<file path="src/rtl/vga_pkg.sv">
// rtl/vga_pkg.sv - shared types and constants for the VGA pixel stream
package vga_pkg;

  localparam int H_RES_DEFAULT   = 640;
  localparam int V_RES_DEFAULT   = 480;
  localparam int COLOR_W_DEFAULT = 4;

  typedef struct packed {
    logic [COLOR_W_DEFAULT-1:0] r;
    logic [COLOR_W_DEFAULT-1:0] g;
    logic [COLOR_W_DEFAULT-1:0] b;
  } rgb_t;

  typedef enum logic [1:0] {
    WAIT_FRAME = 2'd0,
    FLUSH      = 2'd1,
    FILL       = 2'd2,
    DONE       = 2'd3
  } fetch_state_t;

  function automatic int frame_pixels(input int h_res, input int v_res);
    return h_res * v_res;
  endfunction

endpackage

</file>
<file path="src/rtl/vga_pixel_stream_fifo.sv">
// rtl/vga_pixel_stream_fifo.sv - show-ahead synchronous prefetch FIFO with clear
module pixel_fifo
  import vga_pkg::*;
#(
  parameter int WIDTH = 3 * COLOR_W_DEFAULT,
  parameter int DEPTH = 16
) (
  input  logic                     clk,
  input  logic                     rst_pixel,
  input  logic                     clear,
  input  logic                     push,
  input  logic                     pop,
  input  logic [WIDTH-1:0]         din,
  output logic [WIDTH-1:0]         dout,
  output logic                     empty,
  output logic [$clog2(DEPTH):0]   count
);

  localparam int AW = $clog2(DEPTH);

  logic [WIDTH-1:0] mem [DEPTH];
  logic [AW-1:0]    wr_ptr;
  logic [AW-1:0]    rd_ptr;
  logic             full;
  logic             do_push;
  logic             do_pop;

  assign empty   = (count == '0);
  assign full    = (count == (AW+1)'(DEPTH));
  assign do_pop  = pop && !empty;
  assign do_push = push && (!full || do_pop);
  assign dout    = mem[rd_ptr];

  always_ff @(posedge clk or posedge rst_pixel) begin
    if (rst_pixel) begin
      wr_ptr <= '0;
      rd_ptr <= '0;
      count  <= '0;
    end else if (clear) begin
      wr_ptr <= '0;
      rd_ptr <= '0;
      count  <= '0;
    end else begin
      if (do_push) wr_ptr <= wr_ptr + 1'b1;
      if (do_pop)  rd_ptr <= rd_ptr + 1'b1;
      unique case ({do_push, do_pop})
        2'b10:   count <= count + 1'b1;
        2'b01:   count <= count - 1'b1;
        default: count <= count;
      endcase
    end
  end

  // Storage carries no reset; pointers alone define what is valid.
  always_ff @(posedge clk) begin
    if (do_push && !clear) mem[wr_ptr] <= din;
  end

endmodule

</file>
<file path="src/rtl/vga_pixel_stream.sv">
// rtl/vga_pixel_stream.sv - framebuffer prefetch and aligned RGB output stage
// Optional colour-bar override when VGA_TEST_PATTERN_EN is defined.
module vga_pixel_stream
  import vga_pkg::*;
#(
  parameter int H_RES      = H_RES_DEFAULT,
  parameter int V_RES      = V_RES_DEFAULT,
  parameter int COLOR_W    = COLOR_W_DEFAULT,
  parameter int FIFO_DEPTH = 16,
  parameter int ADDR_W     = 19
) (
  input  logic                   clk,
  input  logic                   rst_pixel,
  input  logic [9:0]             sx,
  input  logic [9:0]             sy,
  input  logic                   de,
  input  logic                   hsync_in,
  input  logic                   vsync_in,
`ifdef VGA_TEST_PATTERN_EN
  input  logic                   test_pattern,
`endif
  output logic                   rd_req_valid,
  output logic [ADDR_W-1:0]      rd_req_addr,
  input  logic                   rd_req_ready,
  input  logic                   rd_data_valid,
  input  logic [3*COLOR_W-1:0]   rd_data,
  output logic [COLOR_W-1:0]     vga_r,
  output logic [COLOR_W-1:0]     vga_g,
  output logic [COLOR_W-1:0]     vga_b,
  output logic                   vga_hsync,
  output logic                   vga_vsync,
  output logic                   vga_de,
  output logic                   underflow
);

  localparam int PIX_W   = 3 * COLOR_W;
  localparam int CNT_W   = $clog2(FIFO_DEPTH) + 1;
  localparam int FRAME_N = frame_pixels(H_RES, V_RES);
  localparam logic [ADDR_W-1:0] LAST_ADDR = ADDR_W'(FRAME_N - 1);

  localparam logic [1:0] ST_WAIT_FRAME = WAIT_FRAME;
  localparam logic [1:0] ST_FLUSH      = FLUSH;
  localparam logic [1:0] ST_FILL       = FILL;
  localparam logic [1:0] ST_DONE       = DONE;

  logic [1:0]       state;
  logic             armed;
  logic [CNT_W-1:0] outstanding;
  logic [CNT_W-1:0] fifo_count;
  logic [PIX_W-1:0] fifo_dout;
  logic             fifo_empty;
  logic             frame_start;
  logic [CNT_W:0]   credit_used;
  logic             req_fire;
  logic             pix_ok;
  logic [PIX_W-1:0] fifo_pix;
  logic [PIX_W-1:0] next_pix;

  assign frame_start = (sx == 10'd0) && (sy == 10'(V_RES));
  assign credit_used = (CNT_W+1)'(fifo_count) + (CNT_W+1)'(outstanding);

  // Requests stop on the frame-start cycle so no request straddles a flush.
  assign rd_req_valid = (state == ST_FILL) && !frame_start
                        && (credit_used < (CNT_W+1)'(FIFO_DEPTH));
  assign req_fire     = rd_req_valid && rd_req_ready;

  always_ff @(posedge clk or posedge rst_pixel) begin
    if (rst_pixel) begin
      state       <= ST_WAIT_FRAME;
      rd_req_addr <= '0;
      armed       <= 1'b0;
    end else if (frame_start) begin
      state <= ST_FLUSH;
    end else begin
      unique case (state)
        ST_FLUSH: begin
          rd_req_addr <= '0;
          if (outstanding == '0) begin
            state <= ST_FILL;
            armed <= 1'b1;
          end
        end
        ST_FILL: begin
          if (req_fire) begin
            rd_req_addr <= rd_req_addr + 1'b1;
            if (rd_req_addr == LAST_ADDR) state <= ST_DONE;
          end
        end
        default: state <= state;
      endcase
    end
  end

  always_ff @(posedge clk or posedge rst_pixel) begin
    if (rst_pixel) begin
      outstanding <= '0;
    end else begin
      unique case ({req_fire, rd_data_valid})
        2'b10:   outstanding <= outstanding + 1'b1;
        2'b01:   if (outstanding != '0) outstanding <= outstanding - 1'b1;
        default: outstanding <= outstanding;
      endcase
    end
  end

  pixel_fifo #(
    .WIDTH (PIX_W),
    .DEPTH (FIFO_DEPTH)
  ) u_fifo (
    .clk       (clk),
    .rst_pixel (rst_pixel),
    .clear     (state == ST_FLUSH),
    .push      (rd_data_valid && (state != ST_FLUSH)),
    .pop       (pix_ok),
    .din       (rd_data),
    .dout      (fifo_dout),
    .empty     (fifo_empty),
    .count     (fifo_count)
  );

  assign pix_ok   = de && !fifo_empty;
  assign fifo_pix = pix_ok ? fifo_dout : '0;

`ifdef VGA_TEST_PATTERN_EN
  logic [2:0]       bar;
  logic [PIX_W-1:0] tp_pix;

  assign bar    = sx[9:7];
  assign tp_pix = de ? {{COLOR_W{bar[0]}}, {COLOR_W{bar[1]}}, {COLOR_W{bar[2]}}} : '0;
  // The FIFO keeps popping underneath the bars so fetch stays in step.
  assign next_pix = test_pattern ? tp_pix : fifo_pix;
`else
  assign next_pix = fifo_pix;
`endif

  always_ff @(posedge clk or posedge rst_pixel) begin
    if (rst_pixel) begin
      vga_r     <= '0;
      vga_g     <= '0;
      vga_b     <= '0;
      vga_hsync <= 1'b0;
      vga_vsync <= 1'b0;
      vga_de    <= 1'b0;
      underflow <= 1'b0;
    end else begin
      vga_r     <= next_pix[3*COLOR_W-1:2*COLOR_W];
      vga_g     <= next_pix[2*COLOR_W-1:COLOR_W];
      vga_b     <= next_pix[COLOR_W-1:0];
      vga_hsync <= hsync_in;
      vga_vsync <= vsync_in;
      vga_de    <= de;
      underflow <= de && fifo_empty && armed;
    end
  end

endmodule

</file>
<file path="config.mk">
export PLATFORM = sky130hd
export DESIGN_NAME = vga_pixel_stream
export DESIGN_NICKNAME = d
export VERILOG_FILES = /design/src/rtl/vga_pkg.sv /design/src/rtl/vga_pixel_stream_fifo.sv /design/src/rtl/vga_pixel_stream.sv
export SDC_FILE = /design/constraint.sdc
export NUM_CORES = 1
export LEC_CHECK = 0
export ABC_AREA = 1
export CAP_MARGIN = 20
export CORE_UTILIZATION = 45
export CTS_CLUSTER_DIAMETER = 60
export CTS_CLUSTER_SIZE = 20
export DETAILED_ROUTE_END_ITERATION = 8
export DONT_BUFFER_PORTS = 1
export PLACE_DENSITY = 0.61
export SYNTH_ARGS = -nofsm -noshare
export SYNTH_HDL_FRONTEND = slang
export SYNTH_SLANG_ARGS = --single-unit
</file>
<file path="constraint.sdc">
create_clock -name clk -period 3.3 [get_ports clk]
set_input_delay 0.495 -clock clk [delete_from_list [all_inputs] [get_ports clk]]
set_output_delay 0.495 -clock clk [all_outputs]
set_load 0.02 [all_outputs]
</file>
# [Word-level counts from Yosys, hierarchy flattened]
# Memory sizes are Yosys's and may differ from the RTL's.
# Index checks and enable logic that the tools add are counted.
[totals] word_cells=88 ff_bits=56 latchBits=0 input_bits=39 mem_bits_ro=0 n_memories=1 ramBits=192 out_inout_bits=36
[op_classes] magnitude_cmp=1 bitwise_logic=1 div=0 addsub=8 multipliers=0 shifts=0 eq_ne=15 n_reduce_logical=30 n_mux=18
[memory_table] name="u_fifo.mem" depth=16 width=12 rd=1 rd_ports_with_merged_regs=0 write_ports=1 line_no="vga_pixel_stream_fifo.sv:21" text="logic [WIDTH-1:0] mem [DEPTH];"
[op_table] op="case mux 19 bit (2 select lines)" count=1
[op_table] op="case mux 5 bit (2 select lines)" count=2
[op_table] op="adder 19 x 1 -> 19 bit (second input constant)" count=1
[op_table] op="equality test 19 bit (second input constant)" count=1
[op_table] op="two-way mux 19 bit" count=1
[op_table] op="two-way mux 4 bit" count=4
[op_table] op="two-way mux 12 bit" count=1
[op_table] op="logical AND 1 bit" count=11
[op_table] op="adder 5 x 1 -> 5 bit (second input constant)" count=2
[op_table] op="equality test 10 x 9 -> 1 bit (second input constant)" count=1
[op_table] op="logical NOT 10 bit" count=1
[op_table] op="logical NOT 5 bit" count=2
[op_table] op="two-way mux 5 bit" count=2
[op_table] op="subtractor 5 x 1 -> 5 bit (second input constant)" count=2
[op_table] op="adder 4 x 1 -> 4 bit (second input constant)" count=2
[op_table] op="two-way mux 2 bit" count=4
[op_table] op="nonzero test 2 bit" count=4
[op_table] op="adder 5 x 5 -> 6 bit" count=1
[op_table] op="equality test 2 x 1 -> 1 bit (second input constant)" count=3
[op_table] op="equality test 2 bit (second input constant)" count=3
[op_table] op="< comparator 6 x 5 -> 1 bit (second input constant)" count=1
[op_table] op="inequality test 3 bit (second input constant)" count=2
[op_table] op="AND reduction 3 bit" count=2
[op_table] op="nonzero test 3 bit" count=2
[op_table] op="12 further kinds" count=17

# [Depth between registers and ports, before layout]
# Gate-level depths: netlist (run 1).
[logic_depth] ltp_word=9 depth_mapped=17

# [Modules after synthesis]
# From an unflattened synthesis (run 1), not the netlist that was laid out.
[unflattened] hier_cells=1017 area_unflattened_um2=11126.9
[modules_own_cells] module="pixel_fifo" area_per_inst_um2=8600.7 seq_area_each_um2=6090.8 n_inst=1 cells_each=692
[modules_own_cells] module="vga_pixel_stream" area_per_inst_um2=2526.2 seq_area_each_um2=1076.0 n_inst=1 cells_each=325

# [Least setup slack after synthesis (run 1)]
# Ideal clock, no wire load.
[synth_path] path_kind="register to register" start="register outstanding[1]" end="register outstanding[4]" setup_ns=0.117 setup_slack_ns=0.879 path_stages_with_launch=18 n_path_buf=0 arrival_ns=2.304 t_required_ns=3.183 path_cell_list="dfrtp_1 > ha_1 > nand3_1 > nand2_1 > nand2_1 > nand2_1 > a21oi_2 > nand3_4 > nand2_1 > inv_1 > fa_1 > nand2_1 > nand2_1 > a21oi_1 > nand3b_1 > nand3_1 > nand2_1 > nand2_1"
[synth_via] elab_chain_len=7
[synth_lines] item="start: declaration" line_no="vga_pixel_stream.sv:48" text="logic [CNT_W-1:0] outstanding;"
[synth_lines] item="start signal: assignment" line_no="vga_pixel_stream.sv:99" text="2'b10: outstanding <= outstanding + 1'b1;"
[synth_lines] item="start signal: assignment" line_no="vga_pixel_stream.sv:100" text="2'b01: if (outstanding != '0) outstanding <= outstanding - 1'b1;"
[synth_lines] item="start signal: assignment" line_no="vga_pixel_stream.sv:101" text="default: outstanding <= outstanding;"
[synth_lines] item="adder 5 x 5 -> 6 bit" line_no="vga_pixel_stream.sv:60" text="assign credit_used = (CNT_W+1)'(fifo_count) + (CNT_W+1)'(outstanding);"
[synth_lines] item="< comparator 6 x 5 -> 1 bit" line_no="vga_pixel_stream.sv:64" text="&& (credit_used < (CNT_W+1)'(FIFO_DEPTH));"
[synth_lines] item="logical AND 1 bit" line_no="vga_pixel_stream.sv:64"
[synth_lines] item="logical AND 1 bit" line_no="vga_pixel_stream.sv:65" text="assign req_fire = rd_req_valid && rd_req_ready;"
[synth_lines] item="equality test 2 x 1 -> 1 bit / equality test 2 bit (equally long branches)" line_no="vga_pixel_stream.sv:98" text="unique case ({req_fire, rd_data_valid})"
[synth_lines] item="inequality test 2 bit (no source line) / nonzero test 2 bit (equally long branches)"
[synth_lines] item="AND reduction 2 bit (no source line)"
# Parallel ways exist; a longest one is shown, timed or not. The select of a mux whose other input is x is not followed.
# A chain may end at the register's enable or synchronous reset.

# [Worst setup path in the final report (run 1)]
# Same ends and word-level chain as after synthesis.

==> metrics.cfg, run 1 <==
[run_status]
status=complete, no violations

[cts]
cts_buffer_depth=3
clk_pin_slew_ps=80
clkSinkCount=248
cts_htree_levels=1
cts_tree=done
cts_root_buf=clkbuf_16
clk_latency_ps=510
numCtsBuffers=20
postCtsSetupRepairBufs=0

[route]
route.met3.wl_um=1440
drtIter0Drc=531
viasPerCell=5.41
wl_met2_um=11200
wl_um=23700
via_count=6950
top_layer=met4
ant_nets=0
wl_per_cell_um=18.5
drc=0
firstDrtPassIters=5
wl_met1_um=10800

[logic_synthesis]
synth_warnings=0
synth_top_area_frac=0.532
syn_area_mm2=0.0108
syn_nets=1003
ys_ff_latch=248
synth.distinct_cells=43
yosysTopAreaCell=edfxtp_1
synth-seq-area-share=0.661
netlist_top_cells_area=edfxtp_1 (53%), dfrtp_1 (13%), nor2_1 (5.8%), nand2_1 (5.1%), o21ai_0 (2.3%)
syn_inst=944
synth_area_per_cell_um2=11.5

[pwr]
power_frac_clock=0.263
seqPwrFrac=0.446
total_power_mw=9.18
comb_power_share=0.291
worst_ir_drop_vdd_mv=0.460
swShare=0.354
p_sw_mw=3.25
power_density_mw_per_mm2=767
intPower_mw=5.93
leakage_nw=4.34

[setup_path]
crit_arrival_ps=3030
path_max_fanout=6
reg2reg_from=outstanding[1]$_DFFE_PP0P_
r2r_setup_slack_ps=670
critPathLaunchType=flip-flop
reg2regPathDepth=17
r2r-end=outstanding[4]$_DFFE_PP0P_
cp.required_ps=3700
endpoint_kind=flip-flop
path_class=reg -> reg

[hold_path]
hold_class=in -> reg
hold_depth=0
min_from=vsync_in
min_to=vga_vsync$_DFF_PP0_

[global_routing]
overflow=0
grt_first_pass_wirelength_um=36800
grt_pass1_vias=6501
antenna_found_initial=0
grtUsageTotal=0.196
grt_start_max_net_pins=99

[finish]
final_common_cell=edfxtp_1
post-route-util=0.508
drive_gt1_frac=0.0994
diodes=0
syn_to_final_growth_pct=10.3
num-nets-final=1011
mostFrequentLayoutCells=edfxtp_1 (192), nor2_1 (168), nand2_1 (148), dfrtp_1 (54), o21ai_0 (49)

[sta]
fin_ws_ps=674
period_needed_ps=2630
max_freq_ghz=0.381
maxSlewHeadroom=0.433
finalClockSkew_ps=19.2
hold_viol=0
setup-violations-final=0
finalMaxSlewViolations=0
fin_crit_sh=0.796
fin_setup_tns_ps=0
worst_slew_pin_slew_ps=850
rsz0062_at_grt=false

[run]
maxCapViolCount=0

[place]
gp_congestion=0.849
portBuffers=0
post-place-ws_ps=679
dp_hpwl_um=14900

[floorplanning]
die_w_um=157
die_area_mm2=0.0247
design.core.area_mm2=0.0235
rows=56
die_h_um=157
pin_count=75
start_util=0.461

## sequential cells by signal (all words and copies together) (netlist names), 5 cells and up
| signal | count |
|---|---|
| u_fifo.mem | 192 |
| rd_req_addr | 19 |
| outstanding | 5 |
| u_fifo.count | 5 |
## kinds of logic after synthesis
kind of cell             count (synthesis)  share of synthesized area
AND/OR/NAND/NOR                        388                      0.153
multiplexers                            18                     0.0166
buffers and inverters                   94                     0.0370
flip-flops                             248                      0.661
XOR/XNOR                                20                     0.0162
adder cells (fa/ha/maj)                 20                     0.0245
AO/OA/AOI/OAI                          156                     0.0923
## layer usage
metal,vias to the layer above,GRT usage
met5,-,0
met4,0,0.0430
met3,25,0.0311
met2,195,0.318
met1,3376,0.278
li1,3354,-
## how the worst max path moves through the flow
| stage | endpoint | start | cells after the start | slack [ps] |
|---|---|---|---|---|
| after detailed placement | outstanding[4]$_DFFE_PP0P_ | outstanding[1]$_DFFE_PP0P_ | 17 | 680 |
| final | outstanding[4]$_DFFE_PP0P_ | outstanding[1]$_DFFE_PP0P_ | 17 | 670 |
| after global routing | outstanding[4]$_DFFE_PP0P_ | u_fifo.count[4]$_DFFE_PP0P_ | 15 | 390 |
| after CTS | outstanding[4]$_DFFE_PP0P_ | outstanding[1]$_DFFE_PP0P_ | 17 | 660 |
| after global placement | outstanding[4]$_DFFE_PP0P_ | outstanding[1]$_DFFE_PP0P_ | 17 | 710 |
| after floorplan | outstanding[4]$_DFFE_PP0P_ | outstanding[1]$_DFFE_PP0P_ | 17 | 880 |
## Yosys cell counts (all sizes together)
| master | number |
|---|---|
| fa | 2 |
| mux2i | 18 |
| or2 | 1 |
| nor4 | 5 |
| o21ai | 77 |
| ha | 18 |
| nand3 | 37 |
| o221ai | 18 |
| a21boi | 1 |
| o21a | 1 |
| buf | 20 |
| o211ai | 3 |
| inv | 50 |
| dfrtp | 56 |
| a21oi | 25 |
| nand3b | 2 |
| o22ai | 1 |
| nand2 | 154 |
| edfxtp | 192 |
| o32ai | 27 |
| nor3 | 9 |
| clkbuf | 23 |
| clkinv | 1 |
| xnor2 | 6 |
| a211oi | 3 |
| nor2 | 173 |
| xor2 | 14 |
| nand4 | 7 |
## critical path, cell delays in order, from the launching register on
cell,delay [ps]
dfrtp_1,440
ha_1,310
nand3_1,80
nand2_1,50
nand2_1,50
nand2_1,70
a21oi_2,170
nand3_4,130
nand2_1,100
inv_1,90
fa_1,380
nand2_1,90
nand2_1,50
a21oi_1,160
nand3b_1,150
nand3_1,80
nand2_1,60
nand2_1,50
## timing repair
action / 4_1_cts / 5_1_grt
hold buffers: 2 / 0
gates resized for setup: 0 / 0
endpoints found under the setup margin: 0 / 0
endpoints found under the hold margin: 10 / 0
## power groups by stage
stage / logic, mW / clock network, mW / registers (mW)
after floorplan: 2.07 / 0 / 4.02
after global placement: 2.67 / 0 / 4.16
after detailed placement: 2.69 / 0 / 4.16
after CTS: 2.70 / 2.46 / 4.10
after global routing: 3.00 / 2.60 / 4.14
final: 2.67 / 2.42 / 4.09
## layout make-up
class	instances	area, um^2
repair buffers	29	260
fillers	2074	11600
well taps	319	399
flip-flops and latches	248	7170
inverters	51	191
clock inverters	11	116
multi-input cells	602	3280
clock buffers	25	551
## stage by stage
step                      cells  hold slack, ps  cell area, um^2
after global routing       1285            4.42            12000
after detailed placement   1247             331            11300
final                      1285            23.1            12000
after CTS                  1285            8.86            12000
after global placement     1247             326            11300
after floorplan             944             422            10800
Power figures use the tool's default switching activity.
==> run 2: changes to the inputs <==
Settings changed: PLACE_DENSITY 0.61 to 0.63.
Clock period 3.3 ns to 2.4 ns, I/O delays scaled along.
==> metrics.cfg, run 2 (same netlist as run 1, synthesis figures left out) <==
[setup_path]
endpoint_kind=flip-flop  ; unchanged
reg2regPathDepth=15  ; was 17
critPathLaunchType=flip-flop  ; unchanged
path_max_fanout=4  ; was 6
cp.required_ps=2800  ; was 3700 ps
crit_arrival_ps=2760  ; was 3030 ps
path_class=reg -> reg  ; unchanged
startpoint=u_fifo.count[4]$_DFFE_PP0P_  ; was outstanding[1]$_DFFE_PP0P_
reg2reg_from=u_fifo.count[4]$_DFFE_PP0P_  ; was outstanding[1]$_DFFE_PP0P_

[hold_path]
hold_class=in -> reg  ; unchanged
min_from=de  ; was vsync_in
hold_depth=2  ; was 0

[route]
wl_per_cell_um=18.1  ; was 18.5 um
ant_nets=0  ; unchanged
wl_um=24200  ; was 23700 um
viasPerCell=5.38  ; was 5.41
drtIter0Drc=684  ; was 531
top_layer=met5  ; was met4
wl_met1_um=10800  ; about the same
wl_met2_um=11700  ; was 11200 um
firstDrtPassIters=5  ; unchanged
drc=0  ; unchanged
via_count=7193  ; was 6950
route.met3.wl_um=1080  ; was 1440 um

[place]
gp_congestion=0.834  ; was 0.849
dp_hpwl_um=15100  ; was 14900 um
place_inst=1279  ; was 1247
portBuffers=0  ; unchanged

[floorplanning]
start_util=0.461  ; unchanged
design.core.area_mm2=0.0235  ; unchanged
rows=56  ; unchanged
pin_count=75  ; unchanged
die_area_mm2=0.0247  ; unchanged
die_h_um=157  ; unchanged
die_w_um=157  ; unchanged

[sta]
finalClockSkew_ps=20.3  ; was 19.2 ps
hold_viol=0  ; unchanged
period_needed_ps=2350  ; was 2630 ps
holdWs_ps=26.7  ; was 23.1 ps
maxSlewHeadroom=0.544  ; was 0.433
fin_crit_sh=0.980  ; was 0.796
worst_slew_pin_slew_ps=683  ; was 850 ps
finalMaxSlewViolations=0  ; unchanged
setup-violations-final=0  ; unchanged
max_freq_ghz=0.425  ; was 0.381 GHz
rsz0062_at_grt=true  ; was false

[pwr]
power_frac_clock=0.264  ; was 0.263
swShare=0.354  ; about the same
worst_ir_drop_vdd_mv=0.688  ; was 0.460 mV
intPower_mw=8.52  ; was 5.93 mW
power_density_mw_per_mm2=1060  ; was 767 mW/mm^2
comb_power_share=0.315  ; was 0.291
seqPwrFrac=0.420  ; was 0.446
leakage_nw=4.59  ; was 4.34 nW
p_sw_mw=4.67  ; was 3.25 mW

[cts]
cts_tree=done  ; unchanged
cts_root_buf=clkbuf_16  ; unchanged
clk_latency_ps=510  ; about the same
cts_buffer_depth=3  ; unchanged
clk_pin_slew_ps=80  ; about the same
clkSinkCount=248  ; unchanged
cts_htree_levels=1  ; unchanged
numCtsBuffers=21  ; was 20

[finish]
largest_reg_flops=192  ; unchanged
reg_top3=u_fifo.mem: 192 flops, rd_req_addr: 19 flops  ; unchanged
regArea_mm2=0.00717  ; unchanged
final_common_cell=edfxtp_1  ; unchanged
syn_to_final_growth_pct=14.8  ; was 10.3%
drive_gt1_frac=0.138  ; was 0.0994
multi_input_area_mm2=0.00333  ; was 0.00328 mm^2
fin_cells=1336  ; was 1285
mostFrequentLayoutCells=edfxtp_1 (192), nor2_1 (168), nand2_1 (145), buf_4 (58), dfrtp_1 (54)  ; was edfxtp_1 (192), nor2_1 (168), nand2_1 (148), dfrtp_1 (54), o21ai_0 (49)
num-nets-final=1060  ; was 1011
largest-register=u_fifo.mem  ; unchanged
fillers=2071  ; was 2074

[global_routing]
overflow=0  ; unchanged
grt_start_max_net_pins=99  ; unchanged
antenna_found_initial=3  ; was 0
grt_first_pass_wirelength_um=37000  ; was 36800 um
grt_pass1_vias=6813  ; was 6501
grtUsageTotal=0.197  ; was 0.196

[run]
maxCapViolCount=0  ; unchanged

[run_status]
status=complete, no violations  ; unchanged

[run 2: cell types whose count changed in the layout (fill, tap and decap cells not counted), moves of 2 or more]
cell	delta
a21oi_1	-2
buf_4	+34
clkinv_4	-2
clkinv_8	-2
clkinvlp_4	-2
diode_2	+3
dlygate4sd3_1	+14
fa_1	-2
fa_2	+2
inv_8	+4
nand2_1	-3
nand2_2	+3
[run 2: through the flow]
stage               cell area [um^2]  setup slack (ps)   util  power [mW]  TNS, ps
floorplan                      10900              18.7      -        8.37        0
global placement               11500              4.27  0.490        9.57        0
detailed placement             11500             -33.2  0.490        9.62    -33.2
CTS                            12400              26.7  0.526        13.2        0
global route                   12400              -132  0.529        13.9     -321
finish                         12400              48.8  0.529        13.2        0
[run 2: cell type report]
type	count	share of cell area
Antenna cell	3	0.000603
Timing Repair Buffer	77	0.0527
Sequential cell	248	0.576
Inverter	51	0.0154
Clock inverter	12	0.0128
Multi-Input combinational cell	602	0.267
Tap cell	319	0.0321
Clock buffer	24	0.0431
[run 2: timing repair]
item / 4_1_cts / 5_1_grt
pin swaps: 1 / 7
endpoints found under the hold margin: 221 / 0
hold buffers: 16 / 0
gates cloned: 0 / 0
buffers inserted: 0 / 2
gates resized for setup: 2 / 8
endpoints found under the setup margin: 2 / 4
[run 2: metal layers]
metal	GRT usage	vias to the layer above
met5	0	-
met4	0.0536	2
met3	0.0311	44
met2	0.335	175
met1	0.263	3528
li1	-	3444
[run 2: path summary, 6_finish.rpt]
kind / end / slack, ps
hold / removal: underflow$_DFF_PP0_ / 30
min in group asynchronous: rd_req_addr[9]$_DFFE_PP0P_ / 410
setup reg to reg: outstanding[4]$_DFFE_PP0P_ / 50
max in group asynchronous: vga_b[0]$_DFF_PP0_ / 1340
hold reg to reg: armed$_DFFE_PP0P_ / 490
setup / recovery: outstanding[4]$_DFFE_PP0P_ / 50
[run 2: worst max-delay path, stage by stage, from the launching register on]
cell and delay [ps]:
dfrtp_1 390, ha_1 300, nor3_2 180, inv_1 90
a21oi_4 140, nand3_4 90, nand2_2 70, inv_2 60
fa_2 340, nand2_2 70, nand2_1 60, a21oi_2 120
nand3b_1 140, nand3_1 80, nand2_1 60, nand2_1 40
[run 2: power by group through the flow]
stage                     sequential, mW  combinational, mW  clock [mW]
after global routing                5.60               4.63        3.72
after CTS                           5.55               4.08        3.58
after floorplan                     5.52               2.85           0
after detailed placement            5.64               3.98           0
after global placement              5.63               3.94           0
final                               5.55               4.16        3.49
